## src/rtl/byte_lane_arbiter_if.sv

```systemverilog
// ---------------------------------------------------------------------------
// byte_lane_arbiter_if
// Bundles the requester side and the serialized byte-lane side of the
// byte_lane_arbiter into one interface.
//
// Signals:
//   req       [N_REQ]    per-source request, held until the matching gnt
//   data_req  [32*N_REQ] flattened source words, word i at [32*i+31:32*i]
//   gnt       [N_REQ]    one-hot, single-cycle capture acknowledge
//   data_out  [8]        serialized byte, MSB of the word first
//   valid_out            data_out carries a word byte
//   slot      [2]        current byte slot 0..3
//   src_id    [3]        source owning the current frame, 0 when idle
//
// Modports:
//   master : requester side (drives req/data_req, observes the lane)
//   slave  : arbiter side   (receives req/data_req, drives the lane)
// ---------------------------------------------------------------------------
interface byte_lane_arbiter_if #(
  parameter int N_REQ = 4
);
  logic [N_REQ-1:0]    req;
  logic [32*N_REQ-1:0] data_req;
  logic [N_REQ-1:0]    gnt;
  logic [7:0]          data_out;
  logic                valid_out;
  logic [1:0]          slot;
  logic [2:0]          src_id;

  modport master (
    output req, data_req,
    input  gnt, data_out, valid_out, slot, src_id
  );

  modport slave (
    input  req, data_req,
    output gnt, data_out, valid_out, slot, src_id
  );
endinterface

```

## src/rtl/byte_lane_arbiter.sv

```systemverilog
// ---------------------------------------------------------------------------
// byte_lane_arbiter
// Round-robin arbiter and serializer sharing one 8-bit byte lane between
// N_REQ sources of 32-bit words. A free-running 4-cycle slot counter frames
// the lane; arbitration happens only on the slot-3 edge, and the winning
// word is shifted out MSB first on slots 0..3 of the following frame.
//
// Parameters:
//   N_REQ     number of requesters (2..8)
//   IDLE_BYTE byte driven on data_out while idle when IDLE_FILL_EN is set
//
// Ports:
//   clk_4f  byte-rate clock
//   reset   asynchronous, active-high reset
//   bus     byte_lane_arbiter_if.slave (req, data_req, gnt, data_out,
//           valid_out, slot, src_id)
//
// Build option:
//   IDLE_FILL_EN  when defined, data_out drives IDLE_BYTE while idle
//                 (from the first edge after reset); otherwise 8'h00.
// ---------------------------------------------------------------------------
module byte_lane_arbiter #(
  parameter int         N_REQ     = 4,
  parameter logic [7:0] IDLE_BYTE = 8'hBC
) (
  input  logic                  clk_4f,
  input  logic                  reset,
  byte_lane_arbiter_if.slave    bus
);

  localparam logic [0:0] ST_IDLE = 1'b0;
  localparam logic [0:0] ST_SEND = 1'b1;

  localparam logic [2:0] LAST_IDX = 3'(N_REQ - 1);

`ifdef IDLE_FILL_EN
  localparam logic [7:0] IDLE_VAL = IDLE_BYTE;
`else
  // Fill disabled: the idle lane is always zero.
  localparam logic [7:0] IDLE_VAL = IDLE_BYTE & 8'h00;
`endif

  logic [1:0]       slot_q;
  logic [0:0]       state_q, state_d;
  logic [2:0]       ptr_q, ptr_d;
  logic [31:0]      shift_q, shift_d;
  logic [N_REQ-1:0] gnt_q, gnt_d;
  logic [2:0]       src_q, src_d;
  logic             fill_q;

  // Round-robin search result
  logic             found;
  logic [2:0]       win_idx;
  logic [31:0]      win_word;
  logic [N_REQ-1:0] win_onehot;
  int               cand;

  // Scan p, p+1, ... modulo N_REQ; the first asserted request wins.
  always_comb begin
    found      = 1'b0;
    win_idx    = 3'd0;
    win_word   = 32'h0;
    win_onehot = '0;
    cand       = 0;
    for (int k = 0; k < N_REQ; k++) begin
      cand = int'(ptr_q) + k;
      if (cand >= N_REQ) cand = cand - N_REQ;
      if (!found && bus.req[cand]) begin
        found            = 1'b1;
        win_idx          = 3'(cand);
        win_word         = bus.data_req[32*cand +: 32];
        win_onehot[cand] = 1'b1;
      end
    end
  end

  always_comb begin
    state_d = state_q;
    ptr_d   = ptr_q;
    shift_d = {shift_q[23:0], 8'h00};
    gnt_d   = '0;
    src_d   = src_q;
    if (slot_q == 2'd3) begin
      if (found) begin
        state_d = ST_SEND;
        ptr_d   = (win_idx == LAST_IDX) ? 3'd0 : win_idx + 3'd1;
        shift_d = win_word;
        gnt_d   = win_onehot;
        src_d   = win_idx;
      end else begin
        // No requester: go idle, pointer keeps its position.
        state_d = ST_IDLE;
        shift_d = 32'h0;
        src_d   = 3'd0;
      end
    end
  end

  always_ff @(posedge clk_4f or posedge reset) begin
    if (reset) begin
      slot_q  <= 2'd0;
      state_q <= ST_IDLE;
      ptr_q   <= 3'd0;
      shift_q <= 32'h0;
      gnt_q   <= '0;
      src_q   <= 3'd0;
      fill_q  <= 1'b0;
    end else begin
      slot_q  <= slot_q + 2'd1;
      state_q <= state_d;
      ptr_q   <= ptr_d;
      shift_q <= shift_d;
      gnt_q   <= gnt_d;
      src_q   <= src_d;
      // Keeps data_out at zero during reset; the idle fill starts on the
      // first edge after release.
      fill_q  <= 1'b1;
    end
  end

  assign bus.slot      = slot_q;
  assign bus.gnt       = gnt_q;
  assign bus.src_id    = src_q;
  assign bus.valid_out = (state_q == ST_SEND);
  assign bus.data_out  = (state_q == ST_SEND) ? shift_q[31:24]
                       : (fill_q ? IDLE_VAL : 8'h00);

endmodule

```

## src/flat_wrapper.sv

```systemverilog
// flat-port wrapper written by rule: the top's interface ports become plain ports
module byte_lane_arbiter_flat 
#(
  parameter int         N_REQ     = 4,
  parameter logic [7:0] IDLE_BYTE = 8'hBC
)
  (clk_4f, reset, bus_req, bus_data_req, bus_gnt, bus_data_out, bus_valid_out, bus_slot, bus_src_id);
  byte_lane_arbiter_if #(.N_REQ(N_REQ)) bus_i ();
  input  logic clk_4f;
  input  logic reset;
  input wire logic [$bits(bus_i.req)-1:0] bus_req;
  input wire logic [$bits(bus_i.data_req)-1:0] bus_data_req;
  output wire logic [$bits(bus_i.gnt)-1:0] bus_gnt;
  output wire logic [$bits(bus_i.data_out)-1:0] bus_data_out;
  output wire logic [$bits(bus_i.valid_out)-1:0] bus_valid_out;
  output wire logic [$bits(bus_i.slot)-1:0] bus_slot;
  output wire logic [$bits(bus_i.src_id)-1:0] bus_src_id;
  assign bus_i.req = bus_req;
  assign bus_i.data_req = bus_data_req;
  assign bus_gnt = bus_i.gnt;
  assign bus_data_out = bus_i.data_out;
  assign bus_valid_out = bus_i.valid_out;
  assign bus_slot = bus_i.slot;
  assign bus_src_id = bus_i.src_id;
  byte_lane_arbiter #(.N_REQ(N_REQ), .IDLE_BYTE(IDLE_BYTE)) u_core (.clk_4f(clk_4f), .reset(reset), .bus(bus_i));
endmodule
```

## config.mk

```make
export PLATFORM = sky130hd
export DESIGN_NAME = byte_lane_arbiter_flat
export DESIGN_NICKNAME = d
export VERILOG_FILES = /design/src/rtl/byte_lane_arbiter_if.sv /design/src/rtl/byte_lane_arbiter.sv /design/src/flat_wrapper.sv
export SDC_FILE = /design/constraint.sdc
export NUM_CORES = 1
export LEC_CHECK = 0
export ABC_AREA = 0
export BUFFER_PORTS_ARGS = -buffer_cell sky130_fd_sc_hd__buf_2
export CORE_UTILIZATION = 55
export DETAILED_ROUTE_END_ITERATION = 8
export GPL_TIMING_DRIVEN = 0
export PLACE_DENSITY = 0.83
export SYNTH_ARGS = -nofsm -noshare
export SYNTH_HDL_FRONTEND = slang
export SYNTH_SLANG_ARGS = --single-unit
export TNS_END_PERCENT = 1
```

## constraint.sdc

```tcl
create_clock -name clk_4f -period 4.23 [get_ports clk_4f]
set_input_delay 1.269 -clock clk_4f [delete_from_list [all_inputs] [get_ports clk_4f]]
set_output_delay 1.269 -clock clk_4f [all_outputs]
set_load 0.1 [all_outputs]
```

==> run metrics, run 1 <==
number of CTS-inserted buffers 5; netlist area before placement 5690 µm²; number of clock sinks 45; post-route fraction of the period consumed by the critical path 0.959; routed len/inst 26.6 µm; dpl cells 947; starting density of the core 0.574; Synth Warn # 0; DRC violation total after the first TritonRoute iteration 1,080; worst relative slew slack 0.197; part of the Yosys area used for sequential elements 0.198; Syn Area/Cell 8.60 µm²; number of filler cells placed in the layout 826; top cells by area in the synthesized netlist dfrtp_1, mux2i_1, mux4_2; min Tclk post-route 4.06 ns; number of storage elements in the synthesis netlist 45; Critical Setup Path Class flop to flop; number of distinct library cells after synthesis 67; post-route non-filler standard cell count 955; status complete, no violations; maximum fanout along the worst path 11; crit start category flop; hold crit path type flop to flop; post-CTS setup-driven buffer insertion count 0; Synthesized Nets 804; CP Data Required Time 4.43 ns; Horiz. Die Dim 104 µm; I/O pin cnt 152; root buffer cell clkbuf_8; maximum resistive drop on vdd 0.000560 V; placeable core area 9910 µm²; smallest setup slack after layout 0.173 ns; Pins Over Slew Limit 0; post-synthesis cell count 662; CP endpoint kind flop; number of buffers inserted by port buffering 151; sequential cell area in the final layout 1130 µm²; area taken by multi-input logic gates 4260 µm²; vias in the first global route 7,043; smallest hold slack 0.478 ns; number of iterations in the first detailed-routing pass 8; maximum number of pins on one net before global-route repair 39; async set-reset flop share out of synthesis 1.00; DRT Wirelength 25,400 µm; cell taking the most area after synthesis dfrtp_1; clock slew at reported path FFs 0.09 ns; vias after detailed routing 7,227; most frequent standard cell in the layout excluding fill and tap cells buf_2; commonest cells after routing, fill and taps aside buf_2, mux2i_1, nor2_1; Hold Path Cell Cnt 1; gr ovfl total 0; maximum buffer depth of the clock tree 2; area overhead of the layout relative to synthesis 19.1%; Post-synth EDFFs 0; overall die height 104 µm; die area 10,800 µm²; fraction of final layout cells sized beyond drive strength 1 0.287; Total Routing Usage GR 0.462; area fraction of the dominant cell type after synthesis 0.198; post-detailed-placement half-perimeter wirelength 18,700 µm; cells on worst reg2reg path 11; routed vias/inst 7.57; Site Rows 36; RSZ-0062 raised after global routing no; Max Cap Viol 0; first-pass GRT wire length 38,400 µm; Slew @ Worst Pin 1.20 ns; routability congestion estimate 1.03; number of antenna violations at the first check in global routing 1; number of setup violations in the final report 0; static leakage 0.00303 µW; setup clock skew after layout 0.0144 ns; CTS tree built; power density of the placed cells 797 nW/µm²; Place WS -0.442 ns; total DRC errors in the routed layout 0; Worst Path Arrival 4.26 ns; H-tree depth reported by CTS 2; fmax 246 MHz; number of nets still failing antenna checks after routing 0; source-to-sink clock delay at the later pin of the worst-skew pair 0.32 ns; Top FF cell, synth dfrtp_1; net total in the final layout 962; number of failing hold endpoints at the final stage 0
metrics by stage:
stage / util / instance area, µm² / TNS, ns / total power (µW)
2_1_floorplan: - / 5690 / 0 / 3640
3_3_place_gp: 0.667 / 6610 / -4.02 / 4690
3_5_place_dp: 0.669 / 6630 / -5.54 / 4790
4_1_cts: 0.683 / 6770 / 0 / 5180
5_1_grt: 0.683 / 6770 / 0 / 5560
6_report: 0.684 / 6780 / 0 / 5400
layer usage:
metal | track usage | up-vias | share of wire
met5 | 0 | - | 0
met4 | 0.315 | 0 | 0.069
met3 | 0.120 | 188 | 0.15
met2 | 0.704 | 767 | 0.44
met1 | 0.573 | 3367 | 0.35
li1 | - | 2905 | -
repair_timing:
item / CTS / global route
endpoints found under the setup margin: 29 / 3
hold buffers: 0 / 0
gates resized for setup: 7 / 4
path summary, 6_finish.rpt:
path,startpoint,to,slack (ns)
max,u_core.ptr_q[0],u_core.shift_q[13],0.17
min,u_core.bus.slot[0],u_core.bus.slot[0],0.48
min in group asynchronous,reset,u_core.shift_q[16],0.85
max reg2reg,u_core.ptr_q[0],u_core.shift_q[13],0.17
min reg2reg,u_core.bus.slot[0],u_core.bus.slot[0],0.48
max in group asynchronous,reset,u_core.ptr_q[0],2.86
layout make-up:
type / count / area share
clock inverter: 2 / 0.00572
sequential: 45 / 0.166
timing repair buffer: 152 / 0.114
tap: 133 / 0.0246
buffer: 63 / 0.0440
antenna: 1 / 0.000369
clock buffer: 6 / 0.0107
inverter: 8 / 0.00462
multi-input combinational: 545 / 0.629
synthesized netlist by cell type (4+ instances only):
cell and count:
mux4_2 22, a21boi_0 6, a31oi_1 6, o21ai_1 6
clkbuf_1 35, mux2i_1 111, buf_2 18, ha_1 8
and2_1 10, o2bb2ai_1 5, o22ai_1 7, a22o_1 6
buf_4 5, and3_1 4, a22oi_1 7, a21o_1 9
o32a_1 11, dfrtp_1 45, nand2_1 39, a21oi_1 37
nor3_1 6, nor2_1 70, nand3_1 18, inv_1 5
a221oi_1 6, nand3b_1 4, o221ai_1 22, o21ai_0 43
mux2_2 10, a32o_1 9, a32oi_1 8, o211ai_1 4
buf_1 4
kinds of logic after synthesis:
family / count (synthesis) / share of synthesized area
AOI/OAI and AO/OA: 218 / 0.273
buffers and inverters: 72 / 0.0574
adders and majority gates: 8 / 0.0176
and+or+nand+nor: 176 / 0.152
DFF: 45 / 0.198
muxes: 143 / 0.302
power breakdown:
group	leakage [µW]	internal, µW	switching, µW
clock network	0.0000554	178	176
registers	0.000568	554	76.5
logic	0.00241	1540	2880
total	0.00303	2270	3130
critical path, stage by stage (launching register included):
cell and delay, ns:
dfrtp_2 0.47, buf_2 0.26, buf_4 0.24, clkinv_2 0.25, ha_1 0.39, buf_6 0.16
mux4_2 0.59, or4b_1 0.52, buf_2 0.22, nor3_4 0.48, a22oi_1 0.12, o21ai_1 0.24
registers in the layout, summed over array words and instances (netlist names):
register              cells
u_core.bus.gnt            4
u_core.bus.src_id         3
u_core.bus.valid_out      1
u_core.shift_q           32
u_core.bus.slot           2
u_core.ptr_q              3
No activity file was read; power rests on OpenSTA's default activity.
==> run 2: changes to the inputs <==
CORE_UTILIZATION = 50   (was 55)
PLACE_DENSITY = 0.76   (was 0.83)
==> run metrics, run 2 (synthesized netlist as in run 1, its figures left out) <==
RSZ-0062 raised after global routing yes; number of CTS-inserted buffers 5 (unchanged); DP Area 6640 µm² (+0.13%); violations in the final reports design-rule violations; power density of the placed cells 789 nW/µm² (-0.97%); Total Routing Usage GR 0.430 (-0.0315); first-pass GRT wire length 37,500 µm (-2.3%); maximum number of pins on one net before global-route repair 26 (-33%); Horiz. Die Dim 109 µm (+4.8%); die area 11,800 µm² (+9.8%); Largest Register u_core.shift_q; CP endpoint kind flop; status complete, but fails checks; smallest setup slack after layout 0.0563 ns (-0.116 ns); Site Rows 38 (+5.6%); static leakage 0.00305 µW (+0.52%); source-to-sink clock delay at the later pin of the worst-skew pair 0.31 ns (about the same); cells on worst reg2reg path 12 (+1); I/O pin cnt 152 (unchanged); clock slew at reported path FFs 0.07 ns (-0.02 ns); total DRC errors in the routed layout 2 (+2); starting density of the core 0.518 (-0.0561); number of clock sinks 45 (unchanged); root buffer cell clkbuf_16; number of iterations in the first detailed-routing pass 9 (+1); fmax 240 MHz (-2.8%); number of buffers inserted by port buffering 151 (unchanged); Slew @ Worst Pin 0.900 ns (-0.305 ns); hold crit path type flop to flop; number of setup violations in the final report 0 (unchanged); fraction of final layout cells sized beyond drive strength 1 0.288 (+0.000702); origin of the worst min-delay path u_core.bus.slot[0]; Worst Path Arrival 4.36 ns (+0.10 ns); number of nets still failing antenna checks after routing 0 (unchanged); net total in the final layout 962 (unchanged); maximum resistive drop on vdd 0.000458 V (-18%); routed len/inst 26.0 µm (-2.1%); Critical Setup Path Class flop to flop; DRT Wirelength 25,000 µm (-1.5%); gr ovfl total 0 (unchanged); Place WS -0.406 ns (+0.0360 ns); placeable core area 11,000 µm² (+11%); area overhead of the layout relative to synthesis 19.4%; Pins Over Slew Limit 0 (unchanged); worst relative slew slack 0.383 (+0.186); most frequent standard cell in the layout excluding fill and tap cells buf_2; min Tclk post-route 4.17 ns (+0.116 ns); power after layout 5370 µW (-0.66%); post-CTS setup-driven buffer insertion count 0 (unchanged); utilization of the core after routing 0.619 (-0.0649); setup slack of the worst register-to-register path 0.06 ns (-0.12 ns); CTS tree built; CP Data Required Time 4.42 ns (about the same); H-tree depth reported by CTS 2 (unchanged); post-route fraction of the period consumed by the critical path 0.987 (+0.0275); DRC violation total after the first TritonRoute iteration 1,062 (-1.7%); cts-stage hold buffer count 0 (unchanged); overall die height 109 µm (+4.8%); maximum buffer depth of the clock tree 2 (unchanged); setup clock skew after layout 0.00820 ns (-0.00624 ns); Layout Cell Area excl Fill 6800 µm² (+0.31%); vias in the first global route 6,672 (-5.3%); vias after detailed routing 6,874 (-4.9%); crit start category flop; Crit Reg-Reg Startpoint u_core.ptr_q[0]; max reg flops 32 (unchanged); post-detailed-placement half-perimeter wirelength 18,200 µm (-2.4%); routed vias/inst 7.16 (-5.4%); routability congestion estimate 1.01 (-1.3%); number of antenna violations at the first check in global routing 0 (-1); Max Cap Viol 0 (unchanged); commonest cells after routing, fill and taps aside buf_2, mux2i_1, nor2_1; reg-to-reg endpoint u_core.shift_q[3]; number of failing hold endpoints at the final stage 0 (unchanged); maximum fanout along the worst path 11 (unchanged); Hold Path Cell Cnt 1 (unchanged); end point of the most critical hold path u_core.bus.slot[0]
[run 2: cell count changes in the layout (fill, tap and decap cells not counted), moves of 2 or more]
cell / change
clkbuf_1: -2
clkbuf_16: +5
clkbuf_2: +2
clkbuf_8: -5
[run 2: cell type report]
class	instances	area [µm²]
Fill cell	975	4190
Timing Repair Buffer	152	776
Multi-Input combinational cell	545	4260
Inverter	8	31.3
Sequential cell	45	1130
Antenna cell	1	2.50
Clock buffer	5	125
Buffer	63	300
Clock inverter	1	5.00
Tap cell	140	175
[run 2: stage by stage]
stage	hold slack, ns	std cells	TNS [ns]
after global placement	0.430	953	-8.41
after CTS	0.454	959	0
final	0.453	960	0
after floorplan	0.439	662	0
after detailed placement	0.445	954	-6.47
after global routing	0.459	959	-0.0755
[run 2: timing repair]
item,CTS,global route
setup endpoints to repair,31,21
gates resized for setup,4,9
pin swaps,0,0
[run 2: how the worst max path moves through the flow]
stage                    startpoint                 end  slack (ns)  cells after the start
finish              u_core.ptr_q[0]   u_core.shift_q[3]        0.06                     12
global route        u_core.ptr_q[0]     u_core.ptr_q[0]       -0.05                     15
CTS                 u_core.ptr_q[0]     u_core.ptr_q[0]        0.02                     15
detailed placement  u_core.ptr_q[1]  u_core.shift_q[13]       -0.41                     11
global placement    u_core.ptr_q[1]     u_core.ptr_q[0]       -0.46                     14
floorplan           u_core.ptr_q[0]     u_core.ptr_q[0]        0.84                     15
[run 2: where the power goes]
group	switching [µW]	leakage (µW)	internal, µW
clock network	189	0.0000655	212
logic	2810	0.00241	1540
registers	66.7	0.000569	553
[run 2: critical path: stages (launching register included)]
cell	delay [ns]
dfrtp_1	0.50
buf_2	0.30
buf_4	0.25
clkinv_2	0.25
ha_1	0.38
buf_6	0.15
mux4_2	0.38
buf_2	0.25
clkbuf_1	0.72
nand3b_1	0.24
nor3b_1	0.25
a21oi_1	0.07
a31oi_1	0.30
[run 2: layer usage]
| layer | vias up | track usage | wire (µm) |
|---|---|---|---|
| met4 | 0 | 0.247 | 1460 |
| met5 | - | 0 | 0 |
| met3 | 138 | 0.102 | 3090 |
| met2 | 629 | 0.665 | 11100 |
| li1 | 2918 | - | - |
| met1 | 3189 | 0.549 | 9340 |
